## config.mk

```make
export PLATFORM = sky130hd
export DESIGN_NAME = board_seeder_flat
export DESIGN_NICKNAME = d
export VERILOG_FILES = /design/src/rtl/board_seeder_if.sv /design/src/rtl/board_seeder.sv /design/src/flat_wrapper.sv
export SDC_FILE = /design/constraint.sdc
export NUM_CORES = 1
export LEC_CHECK = 0
export ABC_AREA = 1
export CAP_MARGIN = 20
export CORE_ASPECT_RATIO = 1.75
export CORE_MARGIN = 2
export CORE_UTILIZATION = 49
export CTS_CLUSTER_SIZE = 28
export DETAILED_ROUTE_END_ITERATION = 10
export PLACE_DENSITY = 0.78
export SYNTH_ARGS = -nofsm -noshare
export SYNTH_HDL_FRONTEND = slang
export SYNTH_SLANG_ARGS = --single-unit
```

## constraint.sdc

```tcl
create_clock -name clk -period 8.3 [get_ports clk]
set_input_delay 1.245 -clock clk [delete_from_list [all_inputs] [get_ports clk]]
set_output_delay 1.245 -clock clk [all_outputs]
set_load 0.02 [all_outputs]
```

## src/rtl/board_seeder_if.sv

```systemverilog
// Row-write channel from the board seeder into board storage.
//   row_valid : a row write is being offered
//   row_ready : the storage takes the offered write this cycle
//   row_addr  : destination row index
//   row_data  : cell bits of the row, bit j is column j
// The master modport is the seeder side and the slave modport is the storage side.
interface board_seeder_if #(
  parameter int WIDTH = 16,
  parameter int AW    = 4
);
  logic             row_valid;
  logic             row_ready;
  logic [AW-1:0]    row_addr;
  logic [WIDTH-1:0] row_data;

  modport master (
    output row_valid,
    output row_addr,
    output row_data,
    input  row_ready
  );

  modport slave (
    input  row_valid,
    input  row_addr,
    input  row_data,
    output row_ready
  );
endinterface

```

## src/rtl/board_seeder.sv

```systemverilog
// board_seeder: takes the 256-bit LFSR seed and loads it into the life-game
// board. An accepted start snapshots the seed through a density transform.
// The snapshot is then streamed row by row over a valid/ready write channel,
// and done pulses once after the last row has been accepted.
// WIDTH*HEIGHT must equal SEED_W.
//
// Ports:
//   clk     : system clock, rising edge
//   rst     : asynchronous reset, active-high
//   seed    : free-running LFSR value, sampled only when a start is accepted
//   start   : load request, honoured only in IDLE
//   density : transform select, sampled together with seed
//   abort   : cancels a load in progress, without a done pulse
//   rows    : row-write channel (row_valid/row_ready/row_addr/row_data)
//   busy    : high whenever the block is not idle
//   done    : single-cycle pulse after the final row is accepted
module board_seeder #(
  parameter int WIDTH  = 16,
  parameter int HEIGHT = 16,
  parameter int SEED_W = 256,
  parameter int AW     = $clog2(HEIGHT)
) (
  input  logic               clk,
  input  logic               rst,
  input  logic [SEED_W-1:0]  seed,
  input  logic               start,
  input  logic [1:0]         density,
  input  logic               abort,
  board_seeder_if.master     rows,
  output logic               busy,
  output logic               done
);

  typedef enum logic [1:0] {
    S_IDLE = 2'd0,
    S_LOAD = 2'd1,
    S_DONE = 2'd2
  } state_t;

  state_t            state_q, state_d;
  logic [AW-1:0]     cnt_q, cnt_d;
  logic [SEED_W-1:0] board_q, board_d;

  // Bit i of the result combines s[i] with its wrapped neighbour s[i+1].
  function automatic logic [SEED_W-1:0] density_xform(
    input logic [SEED_W-1:0] s,
    input logic [1:0]        d
  );
    logic [SEED_W-1:0] nxt;
    nxt = {s[0], s[SEED_W-1:1]};
    case (d)
      2'd0:    density_xform = s;
      2'd1:    density_xform = s & nxt;
      2'd2:    density_xform = s | nxt;
      default: density_xform = '0;
    endcase
  endfunction

  always_ff @(posedge clk or posedge rst) begin
    if (rst) begin
      state_q <= S_IDLE;
      cnt_q   <= '0;
      board_q <= '0;
    end else begin
      state_q <= state_d;
      cnt_q   <= cnt_d;
      board_q <= board_d;
    end
  end

  always_comb begin
    state_d = state_q;
    cnt_d   = cnt_q;
    board_d = board_q;
    case (state_q)
      S_IDLE: begin
        if (start) begin
          board_d = density_xform(seed, density);
          cnt_d   = '0;
          state_d = S_LOAD;
        end
      end
      S_LOAD: begin
        // Abort wins over a transfer on the same edge.
        if (abort) begin
          cnt_d   = '0;
          state_d = S_IDLE;
        end else if (rows.row_ready) begin
          if (cnt_q == AW'(HEIGHT - 1)) begin
            cnt_d   = '0;
            state_d = S_DONE;
          end else begin
            cnt_d = cnt_q + AW'(1);
          end
        end
      end
      S_DONE: begin
        state_d = S_IDLE;
      end
      default: begin
        cnt_d   = '0;
        state_d = S_IDLE;
      end
    endcase
  end

  // Outputs depend only on registered state, so row_ready has no path to them.
  always_comb begin
    rows.row_valid = (state_q == S_LOAD);
    rows.row_addr  = cnt_q;
    rows.row_data  = '0;
    if (state_q == S_LOAD) begin
      rows.row_data = board_q[int'(cnt_q) * WIDTH +: WIDTH];
    end
    busy = (state_q != S_IDLE);
    done = (state_q == S_DONE);
  end

endmodule

```

## src/flat_wrapper.sv

```systemverilog
// flat-port wrapper written by rule: the top's interface ports become plain ports
module board_seeder_flat 
#(
  parameter int WIDTH  = 16,
  parameter int HEIGHT = 16,
  parameter int SEED_W = 256,
  parameter int AW     = $clog2(HEIGHT)
)
  (clk, rst, seed, start, density, abort, busy, done, rows_row_valid, rows_row_addr, rows_row_data, rows_row_ready);
  board_seeder_if #(.WIDTH(WIDTH), .AW(AW)) rows_i ();
  input  logic clk;
  input  logic rst;
  input  logic [SEED_W-1:0] seed;
  input  logic start;
  input  logic [1:0] density;
  input  logic abort;
  output logic busy;
  output logic done;
  output wire logic [$bits(rows_i.row_valid)-1:0] rows_row_valid;
  output wire logic [$bits(rows_i.row_addr)-1:0] rows_row_addr;
  output wire logic [$bits(rows_i.row_data)-1:0] rows_row_data;
  input wire logic [$bits(rows_i.row_ready)-1:0] rows_row_ready;
  assign rows_row_valid = rows_i.row_valid;
  assign rows_row_addr = rows_i.row_addr;
  assign rows_row_data = rows_i.row_data;
  assign rows_i.row_ready = rows_row_ready;
  board_seeder #(.WIDTH(WIDTH), .HEIGHT(HEIGHT), .SEED_W(SEED_W), .AW(AW)) u_core (.clk(clk), .rst(rst), .seed(seed), .start(start), .density(density), .abort(abort), .rows(rows_i), .busy(busy), .done(done));
endmodule
```

* Word-level counts from Yosys, hierarchy flattened
Cells that the tools add are included.
Storage, ports and cells: logic and storage cells 34, input bits 263, output and inout bits 23, bits in registers 262
Operators by class: shift-type cells 1, bitwise gates (word level) 3, reductions and logical operators 6, multiplexer cells 12, add/sub/neg operators 1, eq/ne operators 8
Operators by type and width (number):
- $pmux 256 s3 | 1
- $and 256x256->256 | 1
- $or 256x256->256 | 1
- $shiftx 256x9->16 | 1
- $mux 16 | 1
- $mux 4 | 4
- $pmux 4 s3 | 1
- $mux 2 | 4
- $ne 3x2->1 const B | 2
- $reduce_and 3->1 | 2
- $add 4x1->4 const B | 1
- $eq 2x1->1 const B | 2
- $eq 2x2->1 const B | 2
- $eq 4x4->1 const B | 1
- $logic_not 2->1 | 2
- $pmux 2 s2 | 1
- $ne 2x2->1 const B | 1
- $reduce_and 2->1 | 1
- $reduce_bool 2->1 | 1
- $not 1->1 | 1

* Logic depth before layout (Yosys ltp)
depth in word-level cells 5, depth in mapped cells 8

* Worst setup path before layout
OpenSTA, ideal clock, no wires.
kind register -> output, start point reg u_core.cnt_q[0] (netlist: u_core.rows.row_addr[0]), end point out rows_row_data[13], slack 5.536 ns, data required time 7.055 ns, cell stages (with the launch flop) 9, data arrival time 1.519 ns, cell sequence dfrtp_1 -> inv_2 -> buf_2 -> buf_2 -> nand2_1 -> nand3_1 -> nand3_1 -> nand3_1 -> a21oi_1
Between the ends: cells in the longest elaborated chain, start to end 2
Ends and longest elaborated chain:
- start, declared | line board_seeder.sv:41 | logic [AW-1:0] cnt_q, cnt_d;
- start signal, assigned | line board_seeder.sv:66 | cnt_q <= cnt_d;
- $shiftx 256x9->16 | line board_seeder.sv:113 | rows.row_data = board_q[int'(cnt_q) * WIDTH +: WIDTH];
- $mux 16 | line board_seeder.sv:112 | if (state_q == S_LOAD) begin
- end, declared | line flat_wrapper.sv:21 | output wire logic [$bits(rows_i.row_data)-1:0] rows_row_data;
Every way passes these cells.

* Worst setup path after layout
Same ends and word-level chain as after synthesis.

==> flow_metrics.tcl <==
set metrics [dict create \
    syn_to_final_growth_pct 21.2 \
    slew_viol_final 0 \
    first_pass_iters 6 \
    cts_tree "yes" \
    worstPathCellList "clkinv_2 -> buf_4 -> nand2_1 -> nand3_1 -> nand3_1 -> nand3_1 -> a21oi_1 -> clkdlybuf4s50_1" \
    critPathLaunchType "register" \
    drtIter0Drc 1614 \
    clock_skew_ns 0.0274 \
    r2r_cells 5 \
    drc 0 \
    rows 89 \
    yosysSeqAreaShare 0.389 \
    numPortBuffers 285 \
    slowest_delay_ns 0.79 \
    path_depth 8 \
    start_util 0.499 \
    yosys.area_share.simple 0.205 \
    drive_gt1_frac 0.0258 \
    via_per_inst 5.64 \
    grt_util_all_layers 0.331 \
    rsz0062_at_grt "no" \
    fin_crit_ns 5.50 \
    worstPathRequired_ns 7.05 \
    yosysTopAreaCellShare 0.389 \
    nFillCells 3182 \
    cts_buffer_depth 3 \
    post_cts_buffers 0 \
    dieArea_um2 35900 \
    hp-class "register to register" \
    syn_avg_cell_area_um2 6.66 \
    synth_compound_area_frac 0.236 \
    final_common_cell "o21ai_0" \
    yosysUniqueCellTypes 22 \
    synth_fa_ha_area_frac 0.000743 \
    antenna_found_initial 0 \
    fmax_ghz 0.182 \
    ys_ff_latch 262 \
    syn_nets 2792 \
    grt_pass1_vias 16900 \
    setup_violations 0 \
    worst-path-buf-inv 3 \
    avgRoutedWirePerCell_um 19.1 \
    routabilityCongestion 0.972 \
    diodes 0 \
    cp_top_family "buffers and inverters" \
    min_path_cells 2 \
    ant_nets 0 \
    grt_max_degree 190 \
    p_sw_frac 0.433 \
    htreeDepth 1 \
    ir_drop_v 0.000166 \
    power_density_nw_per_um2 285 \
    ios 286 \
    yosysTopAreaCell "dfrtp_1" \
    p_leak_nw 9.61 \
    cts_made_buffers 24 \
    ys_warn_count 0 \
    grt_pass1_wl_um 91700 \
    synthXorXnorAreaFrac 0.000520 \
    pwr-share-clk 0.200 \
    cts_root_buf "clkbuf_16" \
    arrival_ns 4.26 \
    synth_area_leaders "dfrtp_1 (39%), o21ai_0 (20%), nand3_1 (14%)" \
    synth_top_family_by_area "compound AO/OA/AOI/OAI gates" \
    wl_um 59800 \
    cp_slowest_cell "dfrtp_4" \
    path_max_fanout 81 \
    final_hold_viol_count 0 \
    path_class "register to primary output" \
    pwr-share-seq 0.344 \
    die_x_um 144 \
    finalInstanceArea_um2 20400 \
    cts_resized 0 \
    core_area_um2 33700 \
    clk_latency_ns 0.55 \
    vias 17700 \
    slew_headroom 0.282 \
    status "completed" \
    crit_path_frequent_cell "nand3_1" \
    place_hpwl_um 43500 \
    netlist_area_um2 16800 \
    placed_area_um2 19600 \
    power_frac_comb 0.456 \
    layout_common_cells "o21ai_0 (657), inv_1 (518), nand3_1 (483), clkdlybuf4s50_1 (283), nand2_1 (263)" \
    tns_ns 0 \
    end_kind "primary output" \
    p_int_mw 3.30 \
    synth_mux_area_frac 0 \
    clk_pin_slew_ns 0.07 \
    die_h_um 249 \
    worstMarginPinSlew_ns 1.08 \
    pre_cts_slack_ns 3.49 \
    fin_ws_ns 2.80 \
    fin_crit_sh 0.663 \
    overflow 0 \
    final_nets 2927 \
    max-cap-violations 0 \
    cts_hold_buf 0 \
    switchingPower_mw 2.52 \
    synth_cells 2528 \
    clock-sinks 262 \
]
kinds of logic after synthesis:
family | count (synthesis)
AOI/OAI and AO/OA | 792
adders and majority gates | 1
DFF | 262
and+or+nand+nor | 755
buffers and inverters | 717
xor gates and xnor gates | 1
area by class of cell:
class / count / area, um2 / share of cell area
Clock buffer: 29 / 649 / 0.0318
Clock inverter: 13 / 166 / 0.00816
Inverter: 524 / 1980 / 0.0969
Timing Repair Buffer: 302 / 3040 / 0.149
Multi-Input combinational cell: 1549 / 7440 / 0.365
Sequential cell: 262 / 6560 / 0.322
Tap cell: 455 / 569 / 0.0279
power groups by stage:
stage	registers [mW]	clock network (mW)	logic [mW]
6_report	2.00	1.16	2.65
3_5_place_dp	2.02	0	2.59
2_1_floorplan	1.96	0	1.73
5_1_grt	2.05	1.22	2.91
4_1_cts	2.00	1.17	2.61
3_3_place_gp	2.00	0	2.56
worst paths after layout:
| check | startpoint | end | slack, ns |
|---|---|---|---|
| setup / recovery | u_core.rows.row_addr[0]$_DFFE_PP0P_ | rows_row_data[13] | 2.80 |
| hold / removal | u_core.board_q[5]$_DFFE_PP0P_ | u_core.board_q[5]$_DFFE_PP0P_ | 0.52 |
| setup reg to reg | u_core.rows.row_addr[0]$_DFFE_PP0P_ | u_core.state_q[0]$_DFFE_PP0P_ | 5.68 |
| hold reg to reg | u_core.board_q[5]$_DFFE_PP0P_ | u_core.board_q[5]$_DFFE_PP0P_ | 0.52 |
| max in group asynchronous | rst | u_core.board_q[208]$_DFFE_PP0P_ | 5.81 |
| min in group asynchronous | rst | u_core.board_q[133]$_DFFE_PP0P_ | 1.17 |
layer usage:
| metal | track usage | vias to the layer above | wire length [um] |
|---|---|---|---|
| li1 | - | 8466 | - |
| met1 | 0.376 | 8279 | 21300 |
| met2 | 0.573 | 762 | 30400 |
| met3 | 0.0275 | 182 | 3110 |
| met4 | 0.237 | 0 | 5070 |
| met5 | 0 | - | 0 |
worst register-to-register path: cells and delay by family (launching register included):
kind / cells / cell delay [ns]
AOI/OAI and AO/OA: 3 / 0.57
adders and majority gates: 1 / 0.34
DFF: 1 / 0.79
buffers and inverters: 1 / 0.80
metrics by stage:
| stage | hold slack [ns] | total power [mW] | util | instances |
|---|---|---|---|---|
| 4_1_cts | 0.518 | 5.78 | 0.604 | 3133 |
| 3_5_place_dp | 0.505 | 4.61 | 0.580 | 3091 |
| 5_1_grt | 0.541 | 6.18 | 0.605 | 3134 |
| 2_1_floorplan | 0.486 | 3.69 | - | 2528 |
| 3_3_place_gp | 0.498 | 4.56 | 0.579 | 3090 |
| 6_report | 0.519 | 5.82 | 0.605 | 3134 |
state kept, by name, indices dropped and copies added, names as in the netlist:
name                  count
u_core.board_q          256
u_core.rows.row_addr      4
u_core.state_q            2
cell usage after synthesis:
master	count
o21ai_0	657
o21ai_1	116
buf_1	6
or2_2	1
nor2_1	3
xor2_1	1
ha_1	1
nand4_1	1
clkbuf_1	94
clkinv_1	1
nor2_4	1
buf_2	81
dfrtp_1	262
buf_4	12
a31oi_1	1
nor3_1	2
nand2_1	263
nor2_2	1
a21oi_1	18
inv_2	3
inv_1	520
nand3_1	483
No activity file was read; power rests on OpenSTA's default activity.
